## src/rtl/debounce_pulse_pkg.sv

```systemverilog
// Shared constant helpers for the counter-path blocks.
package debounce_pulse_pkg;

    // Number of address bits needed to represent values 0..value-1.
    function automatic int clog2(input int value);
        int bits;
        bits = 0;
        for (int i = 0; i < 31; i++) begin
            if ((1 << i) < value) begin
                bits = i + 1;
            end
        end
        return bits;
    endfunction

    // Largest of three integers.
    function automatic int max3(input int a, input int b, input int c);
        int m;
        m = (a > b) ? a : b;
        m = (m > c) ? m : c;
        return m;
    endfunction

endpackage

```

## src/rtl/debounce_pulse_sync_ff.sv

```systemverilog
// Parameterised multi-flop synchronizer with asynchronous clear to 0.
module sync_ff #(
    parameter int STAGES = 2
) (
    input  logic clk,
    input  logic reset,
    input  logic d,
    output logic q
);

    logic [STAGES-1:0] chain;

    // Shift the asynchronous input through the flop chain.
    always_ff @(posedge clk or posedge reset) begin
        if (reset) begin
            chain <= '0;
        end else begin
            chain <= {chain[STAGES-2:0], d};
        end
    end

    assign q = chain[STAGES-1];

endmodule

```

## src/rtl/debounce_pulse.sv

```systemverilog
// Button conditioner: synchronizes and debounces a raw input, then emits
// single-cycle incr pulses per press and per auto-repeat, plus a release pulse.
module debounce_pulse
    import debounce_pulse_pkg::*;
#(
    parameter int N_SYNC          = 2,
    parameter int DEBOUNCE_CYCLES = 16,
    parameter int REPEAT_DELAY    = 64,
    parameter int REPEAT_RATE     = 16,
    parameter int ACTIVE_HIGH     = 1
) (
    input  logic clk,
    input  logic reset,
    input  logic btn_in,
    input  logic repeat_en,
    output logic incr,
    output logic level,
    output logic rel,
    output logic rpt_active
);

    localparam int CNT_MAX = max3(DEBOUNCE_CYCLES, REPEAT_DELAY, REPEAT_RATE);
    localparam int CNT_W   = (clog2(CNT_MAX) < 1) ? 1 : clog2(CNT_MAX);

    localparam logic [CNT_W-1:0] DEB_LAST  = CNT_W'(DEBOUNCE_CYCLES - 1);
    localparam logic [CNT_W-1:0] DLY_LAST  = CNT_W'(REPEAT_DELAY - 1);
    localparam logic [CNT_W-1:0] RATE_LAST = CNT_W'(REPEAT_RATE - 1);

    typedef enum logic [2:0] {
        IDLE         = 3'd0,
        PRESS_WAIT   = 3'd1,
        HELD         = 3'd2,
        REPEAT       = 3'd3,
        RELEASE_WAIT = 3'd4
    } state_t;

    state_t           state, state_nxt;
    logic [CNT_W-1:0] cnt, cnt_nxt;
    logic             pulse_incr, pulse_rel;
    logic             btn_norm;
    logic             s;

    // Pressed is always 1 from here on, whatever the button wiring.
    assign btn_norm = (ACTIVE_HIGH != 0) ? btn_in : ~btn_in;

    sync_ff #(
        .STAGES (N_SYNC)
    ) u_sync (
        .clk   (clk),
        .reset (reset),
        .d     (btn_norm),
        .q     (s)
    );

    // Next-state, shared counter and pulse decode; cnt clears on every state change.
    always_comb begin
        state_nxt  = state;
        cnt_nxt    = cnt;
        pulse_incr = 1'b0;
        pulse_rel  = 1'b0;
        case (state)
            IDLE: begin
                if (s) begin
                    state_nxt = PRESS_WAIT;
                    cnt_nxt   = '0;
                end
            end
            PRESS_WAIT: begin
                if (!s) begin
                    state_nxt = IDLE;
                    cnt_nxt   = '0;
                end else if (cnt == DEB_LAST) begin
                    state_nxt  = HELD;
                    cnt_nxt    = '0;
                    pulse_incr = 1'b1;
                end else begin
                    cnt_nxt = cnt + CNT_W'(1);
                end
            end
            HELD: begin
                if (!s) begin
                    state_nxt = RELEASE_WAIT;
                    cnt_nxt   = '0;
                end else if (!repeat_en) begin
                    cnt_nxt = '0;
                end else if (cnt == DLY_LAST) begin
                    state_nxt  = REPEAT;
                    cnt_nxt    = '0;
                    pulse_incr = 1'b1;
                end else begin
                    cnt_nxt = cnt + CNT_W'(1);
                end
            end
            REPEAT: begin
                // A release seen in the same cycle a repeat falls due wins.
                if (!s) begin
                    state_nxt = RELEASE_WAIT;
                    cnt_nxt   = '0;
                end else if (!repeat_en) begin
                    state_nxt = HELD;
                    cnt_nxt   = '0;
                end else if (cnt == RATE_LAST) begin
                    cnt_nxt    = '0;
                    pulse_incr = 1'b1;
                end else begin
                    cnt_nxt = cnt + CNT_W'(1);
                end
            end
            RELEASE_WAIT: begin
                if (s) begin
                    state_nxt = HELD;
                    cnt_nxt   = '0;
                end else if (cnt == DEB_LAST) begin
                    state_nxt = IDLE;
                    cnt_nxt   = '0;
                    pulse_rel = 1'b1;
                end else begin
                    cnt_nxt = cnt + CNT_W'(1);
                end
            end
            default: begin
                state_nxt = IDLE;
                cnt_nxt   = '0;
            end
        endcase
    end

    // State, counter and registered outputs decoded from the upcoming state.
    always_ff @(posedge clk or posedge reset) begin
        if (reset) begin
            state      <= IDLE;
            cnt        <= '0;
            incr       <= 1'b0;
            rel        <= 1'b0;
            level      <= 1'b0;
            rpt_active <= 1'b0;
        end else begin
            state      <= state_nxt;
            cnt        <= cnt_nxt;
            incr       <= pulse_incr;
            rel        <= pulse_rel;
            level      <= (state_nxt == HELD) || (state_nxt == REPEAT) ||
                          (state_nxt == RELEASE_WAIT);
            rpt_active <= (state_nxt == REPEAT);
        end
    end

endmodule

```

## config.mk

```make
export PLATFORM = sky130hd
export DESIGN_NAME = debounce_pulse
export DESIGN_NICKNAME = d
export VERILOG_FILES = /design/src/rtl/debounce_pulse_pkg.sv /design/src/rtl/debounce_pulse_sync_ff.sv /design/src/rtl/debounce_pulse.sv
export SDC_FILE = /design/constraint.sdc
export NUM_CORES = 1
export LEC_CHECK = 0
export BUFFER_PORTS_ARGS = -buffer_cell sky130_fd_sc_hd__buf_2
export CORE_MARGIN = 2
export CORE_UTILIZATION = 49
export DETAILED_ROUTE_END_ITERATION = 8
export PLACE_DENSITY = 0.71
export SLEW_MARGIN = 20
export SYNTH_ARGS = -nofsm -noshare
export SYNTH_HDL_FRONTEND = slang
export SYNTH_SLANG_ARGS = --single-unit
```

## constraint.sdc

```tcl
create_clock -name clk -period 1.7 [get_ports clk]
set_clock_uncertainty 0.05 [all_clocks]
set_input_delay 0.34 -clock clk [delete_from_list [all_inputs] [get_ports clk]]
set_output_delay 0.34 -clock clk [all_outputs]
set_load 0.02 [all_outputs]
```

# == Word level (Yosys, flattened, before mapping) ==
# Cells that the tools add are included.
# op_classes
n_addsub,1
multipliers,0
div_mod_pow,0
order_cmp,0
eq_ne,10
n_shift,0
n_mux,31
bitwise_logic,0
n_reduce_logical,3
# op_table
operator,count
$mux W6,9
$mux W3,10
$pmux W6 S5,1
$pmux W3 S5,1
$eq A3 B2 Y1 const B,4
$mux W1,9
$add A6 B1 Y6 const B,1
$eq A3 B3 Y1 const B,2
$eq A6 B4 Y1 const B,1
$eq A6 B6 Y1 const B,1
$eq A3 B1 Y1 const B,1
$logic_not A3 Y1,1
$pmux W1 S3,1
$logic_or A1 B1 Y1,2
$ne A2 B1 Y1 const B,1
# totals
regBits,15
latch_bits,0
ram_bits,0
romBits,0
out_inout_bits,4
elab_cells,52
mem_count,0

# == Depth between registers and ports, before layout ==
# Gate-level depths: netlist of the first run.
# depth
depth_word,8
depth_mapped,6
mapped_depth_nobuf,6

# == Modules after synthesis ==
# A second synthesis of the first run with hierarchy kept.
# hier_totals
hier_cells,84
area_unflattened_um2,770.7
# by_module_without_submodules
module,n_inst,cells_each,area_each_um2
debounce_pulse,1,81,716.9
sync_ff,1,3,53.8

# == Worst setup path after synthesis of the first run ==
# No wires, ideal clock.
# synth_timing
path_kind,flip-flop to flip-flop
from,reg cnt[0]
to,reg level
arrival_time_ps,1488
setup_slack_ps,98
stages_incl_launch_ff,7
n_path_buf,0
period_less_slack_ps,1602
cell_sequence,dfrtp_1 > ha_1 > nand3_2 > nor3_4 > or4b_1 > a21oi_1 > or2_1
# synth_between
elab_chain_len,8
elab_cells_between_ends,15
# synth_lines
item,line_no,source
from (decl),debounce_pulse.sv:38,"logic [CNT_W-1:0] cnt, cnt_nxt;"
from (signal assigned),debounce_pulse.sv:139,cnt <= cnt_nxt;
$eq A6 B6 Y1,debounce_pulse.sv:86,end else if (cnt == DLY_LAST) begin
$mux W3,debounce_pulse.sv:86,
$mux W3,debounce_pulse.sv:84,end else if (!repeat_en) begin
$mux W3,debounce_pulse.sv:81,if (!s) begin
$pmux W3 S5 (*),debounce_pulse.sv:61,case (state)
net state_nxt[2],debounce_pulse.sv:37,"state_t state, state_nxt;"
$eq A3 B2 Y1,debounce_pulse.sv:142,level <= (state_nxt == HELD) || (state_nxt == REPEAT) ||
$logic_or A1 B1 Y1,debounce_pulse.sv:142,
$logic_or A1 B1 Y1 (*),debounce_pulse.sv:142,
to (signal assigned),debounce_pulse.sv:142,
to (decl),debounce_pulse.sv:17,"output logic level,"
# Mark *: on every way through the listed nets, which the timed path passes. The rest lies on a longest branch.
# A chain may end at the register's enable or synchronous reset.

# == Final worst setup path of the first run ==
# Ends and elaborated chain as after synthesis.

==> summary.md, run 1 <==
| Metric | Value |
|---|---|
| #FFs+latches synth | `15` |
| Number of global-route vias before repair | `approximately 490` |
| Total track usage | `approximately 16%` |
| Post-synth EDFFs | `0` |
| Ys async rst share | `100%` |
| Slew margin rel. | `roughly 63%` |
| Crit. End Element | `flop` |
| Fill cell count | `around 130` |
| Max layer used | `met4` |
| Crit path kind | `reg -> reg` |
| DP Cell Count | `between 90 and 100` |
| Fraction of synthesized cell area taken by the top area cell type | `between 50% and 60%` |
| Hold WS | `between 0.03 and 0.04 ns` |
| Pleak | `0.403 nW` |
| Crit path time final | `about 1.6 ns` |
| Final hold viol count | `0` |
| Vias/cell | `between 5 and 6` |
| Final period utilization | `between 90% and 100%` |
| Drt initial violations | `18` |
| Largest area contributor in the netlist | `dfrtp_1` |
| Row count | `14` |
| GRT overflow | `0` |
| Clk root buf | `clkbuf_4` |
| Register area share after synthesis | `roughly half` |
| M1 wire length | `657 um` |
| Diode count | `0` |
| Startpoint types | `flop` |
| Wire per inst | `between 10 and 15 um` |
| Slew Limit Fails | `0` |
| Worst r2r src | `cnt[0]` |
| Yosys warnings | `0` |
| First-pass GRT wire length | `approximately 2200 um` |
| Vias | `550` |
| Req. time, crit path | `~1.9 ns` |
| Syn Inst Count | `69` |
| Achievable Freq | `0.618 GHz` |
| Reg2reg setup slack | `approximately 0.082 ns` |
| Die area | `between 1500 and 2000 um^2` |
| Worst VDD drop | `0.392 mV` |
| DRC Markers | `0` |
| CP max-delay cell | `or4b_1` |
| Post-CTS Hold Buffers | `0` |
| Reg area | `between 300 and 400 um^2` |
| Syn_area_per_cell | `about 11 um^2` |
| Top FF cell, synth | `dfrtp_1` |
| Top post-synthesis cells by area | `dfrtp_1, nor2_1, mux2_2` |
| Core box area | `roughly 1500 um^2` |
| Final setup viols | `0` |
| Final WL | `roughly 1300 um` |
| Synthesized area | `742 um^2` |
| Crit path max fanout | `6` |
| IO Count | `8` |
| Post-CTS setup buffer count | `0` |
| CTS buffer count | `3` |
| Chip height | `42.9 um` |
| Tightest Pin Transition | `approximately 0.55 ns` |
| Pwr dens | `approximately 720 nW/um^2` |
| Reg2reg path depth | `6` |
| Area occupied by multi-input gates | `around 370 um^2` |
| Post-route insts no fill | `98` |
| Reg clk slew, reported paths | `~0.10 ns` |
| CTS tree | `built` |
| Layout area overhead | `15.5%` |
| Clock H-tree levels | `1` |
| CP peak stage delay | `between 0.4 and 0.5 ns` |
| Antenna Nets Post-Route | `0` |
| GP Congestion | `about 0.80` |
| Synth cell count leaders | `dfrtp_1, nor2_1, nor3_1` |
| Post-DP HPWL | `879 um` |
| Metal3 WL | `around 42 um` |
| Initial Util | `51.0%` |
| Worst path cell trace | `ha_2 > nand3_2 > nor3_4 > or4b_1 > a21oi_2 > or2_1` |
| RR Endpoint | `level` |
| RSZ-0062 raised after global routing | `true` |
| Pre-Repair DR Iteration Count | `4` |
| Die Width | `around 43 um` |
| Initial antenna violation count | `0` |
| Post-Synthesis Net Count | `74` |
| Most common cell in the netlist | `dfrtp_1` |
| Max-Cap Viols | `0` |
| Clk sinks | `15` |
| Met2 Wirelength | `between 500 and 600 um` |
| Clock tree buffer depth | `2` |
| Largest net degree at the start of global routing | `16` |
| IO buf count | `7` |
| Post-cts resize count | `0` |
| Layout cells sized above 1 | `32.9%` |
| Hold/Removal Path Class | `in -> async` |
| Critical Path AT | `1.80 ns` |
| Worst-skew pair later-pin latency | `~0.28 ns` |
| Cell variety after synth | `32` |
| Nets | `between 80 and 90` |
| Outcome | `finished, final reports clean` |
## metrics by stage
stage	area, um^2	total power, mW	util (%)	setup TNS, ns	setup slack, ns
3_3_place_gp	815	0.419	56.0	0	0.0760
5_1_grt	857	0.643	59.0	-0.0115	-0.0115
3_5_place_dp	815	0.420	56.0	0	0.0298
4_1_cts	842	0.627	57.9	0	0.0102
2_1_floorplan	742	0.408	-	0	0.0975
6_report	857	0.619	59.0	0	0.0816
## layer usage
| layer | GRT usage [%] | up-vias |
|---|---|---|
| li1 | - | 273 |
| met1 | 23.8 | 266 |
| met2 | 22.4 | 9 |
| met3 | 2.55 | 2 |
| met4 | 7.50 | 0 |
| met5 | 0 | - |
## placed cells by master, fill, tap and decap left out, types with 2 or more instances in the layout
cell type  netlist  layout
nor3_1           4       3
mux2_2           2       2
a32oi_1          2       2
clkbuf_4         0       3
buf_4            0       3
a21oi_1          3       2
and3_1           2       2
o21ai_1          2       2
o21ai_0          2       2
inv_1            2       2
a22o_1           2       2
buf_2            1       7
nor2_1          10       9
nand2_1          3       3
dfrtp_1         15      14
## critical path, delay by kind of cell (launching register included)
kind | cells | cell delay, ns
AND/OR/NAND/NOR | 4 | 0.76
AO/OA/AOI/OAI | 1 | 0.15
flip-flops | 1 | 0.41
adder cells (fa/ha/maj) | 1 | 0.21
## cells by family (layout without fill, tap and decap cells)
group | Yosys count | after routing | share of synthesized area (%)
buffers and inverters | 3 | 16 | 1.69
AOI/OAI and AO/OA | 16 | 16 | 15.5
and+or+nand+nor | 32 | 32 | 27.5
DFF | 15 | 15 | 50.6
adders and majority gates | 1 | 1 | 1.69
muxes | 2 | 2 | 3.04
## registers in the layout, summed over array words and instances (netlist names)
signal        flops
rpt_active        1
incr              1
level             1
cnt               6
rel               1
u_sync.chain      2
state             3
## power breakdown
group | switching, mW | internal (mW)
Combinational | 0.0218 | 0.0173
Sequential | 0.0116 | 0.364
Clock | 0.117 | 0.0872
Total | 0.150 | 0.468
## final cells by class
class	count	area share, %
clock buffers	3	2.63
multi-input cells	51	42.9
repair buffers	10	6.72
well taps	16	2.34
inverters	2	0.876
flip-flops and latches	15	43.9
clock inverters	1	0.584
## worst max path at each step
stage             start      to  depth (start not counted)
6_report         cnt[0]   level                          6
5_1_grt        state[2]  cnt[5]                          5
4_1_cts          cnt[0]   level                          6
3_5_place_dp     cnt[0]   level                          6
3_3_place_gp     cnt[0]   level                          6
2_1_floorplan    cnt[0]   level                          6
Power figures use the tool's default switching activity.
==> run 2: changes to the inputs <==
- BUFFER_PORTS_ARGS: -buffer_cell sky130_fd_sc_hd__buf_2 -> -buffer_cell sky130_fd_sc_hd__buf_4
==> run 2 against run 1 <==
First-iteration DRC count is 28% lower. Cell count stayed put. Core utilization is 1.5 points higher. Final area is 2.6% higher. Combinational power is 6.9% higher. Sequential cell count stayed put. Worst hold slack better by 0.012 ns. Highest routed layer unchanged. Global-route usage is 1.6 points higher. Wire length is 2.4% higher. Clock power hardly changed. Critical path depth stayed put. Largest cell class unchanged. Die area stayed put.
==> summary.md, run 2 (synthesized netlist as in run 1, its figures left out) <==
| Metric | Value |
|---|---|
| Crit path time final | `1.66 ns (+0.0410 ns)` |
| Crit. End Element | `flop` |
| Slew margin rel. | `63.6% (+0.52 points)` |
| First-pass GRT wire length | `2340 um (+7.6%)` |
| Post-CTS setup buffer count | `0 (unchanged)` |
| Tightest Pin Transition | `0.545 ns (-0.00783 ns)` |
| Reg area | `375 um^2 (-0.33%)` |
| Largest net degree at the start of global routing | `16 (unchanged)` |
| RSZ-0062 raised after global routing | `true` |
| Commonest non-fill, non-tap cell in the layout | `dfrtp_1` |
| Reg clk slew, reported paths | `0.09 ns (about the same)` |
| Clock tree buffer depth | `2 (unchanged)` |
| Layout cells sized above 1 | `30.5% (-2.4 points)` |
| Final hold viol count | `0 (unchanged)` |
| Req. time, crit path | `1.87 ns (about the same)` |
| Row count | `14 (unchanged)` |
| DP Cell Count | `94 (unchanged)` |
| Setup crit start | `cnt[0]` |
| Chip height | `42.9 um (unchanged)` |
| Vias/cell | `5.65 (+0.73%)` |
| Final setup viols | `0 (unchanged)` |
| Clock H-tree levels | `1 (unchanged)` |
| Placed Area | `832 um^2 (+2.2%)` |
| Nets | `88 (unchanged)` |
| Antenna Nets Post-Route | `0 (unchanged)` |
| Slew Limit Fails | `0 (unchanged)` |
| Final Cell Area | `880 um^2 (+2.6%)` |
| Wire per inst | `13.7 um (+2.4%)` |
| Core box area | `1450 um^2 (unchanged)` |
| Crit path kind | `reg -> reg` |
| Outcome | `finished, final reports clean` |
| CP max-delay cell | `or4b_1` |
| Number of global-route vias before repair | `556 (+13%)` |
| GRT overflow | `0 (unchanged)` |
| Worst r2r src | `cnt[0]` |
| IO buf count | `7 (unchanged)` |
| IO Count | `8 (unchanged)` |
| Fill cell count | `125 (-6.0%)` |
| Post-DP HPWL | `919 um (+4.5%)` |
| Startpoint types | `flop` |
| Final TNS setup | `0 ns (unchanged)` |
| Post-route insts no fill | `98 (unchanged)` |
| Area occupied by multi-input gates | `375 um^2 (+2.0%)` |
| Largest register FFs | `6 (unchanged)` |
| Clk sinks | `15 (unchanged)` |
| Die Width | `42.9 um (unchanged)` |
| Tot Pwr | `0.621 mW (+0.32%)` |
| Total track usage | `17.6% (+1.6 points)` |
| Pre-Repair DR Iteration Count | `4 (unchanged)` |
| Top reg by flops | `cnt` |
| Die area | `1840 um^2 (unchanged)` |
| Worst path cell trace | `ha_2 > nand3_4 > nor3_4 > or4b_1 > a21oi_2 > or2_1` |
| CTS tree | `built` |
| Drt initial violations | `13 (-5)` |
| Final WL | `1340 um (+2.4%)` |
| CP peak stage delay | `0.50 ns (about the same)` |
| Clk root buf | `clkbuf_4` |
| Leading cell types in the layout, fill and taps excluded | `dfrtp_1, buf_4, nor2_1` |
| Layout area overhead | `18.5%` |
| Max-Cap Viols | `0 (unchanged)` |
| Hold/Removal Path Class | `in -> async` |
| Initial antenna violation count | `0 (unchanged)` |
| Achievable Freq | `0.603 GHz (-2.5%)` |
| Worst VDD drop | `0.432 mV (+10%)` |
| Vias | `554 (+0.73%)` |
| Pwr dens | `706 nW/um^2 (-2.2%)` |
| Critical Path AT | `1.83 ns (+0.03 ns)` |
| Final period utilization | `97.6% (+2.4 points)` |
| Hold WS | `0.0458 ns (+0.0120 ns)` |
| DRC Markers | `0 (unchanged)` |
| Worst-skew pair later-pin latency | `0.28 ns (about the same)` |
| Crit path max fanout | `6 (unchanged)` |
| Diode count | `0 (unchanged)` |
| CTS buffer count | `3 (unchanged)` |
| Initial Util | `51.0% (unchanged)` |
| GP Congestion | `0.789 (-0.97%)` |
| Pleak | `0.403 nW (about the same)` |
| Regs by FF count | `cnt (6), state (3), u_sync.chain (2)` |
## run 2: changes by cell type in the layout (fill, tap and decap cells not counted)
cell      previous run  this run
buf_2                7         0
buf_4                3        10
a211oi_1             1         0
a211oi_2             0         1
clkbuf_1             0         1
clkinv_2             1         0
dfrtp_1             14        15
dfrtp_2              1         0
nand3_2              1         0
nand3_4              0         1
nor3_1               3         4
nor3_2               1         0
## run 2: routing by layer
layer,track usage [%],wire length (um),vias up
li1,-,-,280
met1,24.1,701,265
met2,24.8,592,7
met3,2.55,29,2
met4,13.1,15,0
met5,0,0,-
## run 2: path summary, 6_finish.rpt
kind | slack (ns) | cells past startpoint | to
hold / removal | 0.05 | 2 | cnt[5]
max in group asynchronous | 1.19 | 2 | incr
setup / recovery | 0.04 | 6 | level
hold reg to reg | 0.31 | 0 | u_sync.chain[1]
min in group clk | 0.11 | 1 | u_sync.chain[0]
setup reg to reg | 0.04 | 6 | level
## run 2: area by class of cell
type                    count  area share [%]
inverters                   2           0.853
repair buffers             10            8.53
clock buffers               4            2.99
multi-input cells          51            42.7
well taps                  16            2.28
flip-flops and latches     15            42.7
## run 2: what timing repair did
item	4_1_cts	5_1_grt
hold buffers	0	0
setup endpoints to repair	1	3
gates resized for setup	2	3
pin swaps	0	1
## run 2: power breakdown
part	switching (mW)	leakage (nW)	total (mW)	internal, mW
Sequential	0.0115	0.201	0.375	0.364
Clock	0.113	0.0150	0.204	0.0910
Combinational	0.0221	0.187	0.0418	0.0196
Total	0.146	0.403	0.621	0.475
## run 2: through the flow
step,utilization (%),setup WS [ns]
floorplan,-,0.0975
global placement,57.2,0.0722
detailed placement,57.2,0.0323
CTS,59.5,0.0316
global route,60.5,-0.0298
finish,60.5,0.0406
## run 2: worst max-delay path, delay by kind of cell (launching register included)
family / cells / cell delay [ns]
flip-flops: 1 / 0.42
AND/OR/NAND/NOR: 4 / 0.77
AO/OA/AOI/OAI: 1 / 0.15
adder cells (fa/ha/maj): 1 / 0.22
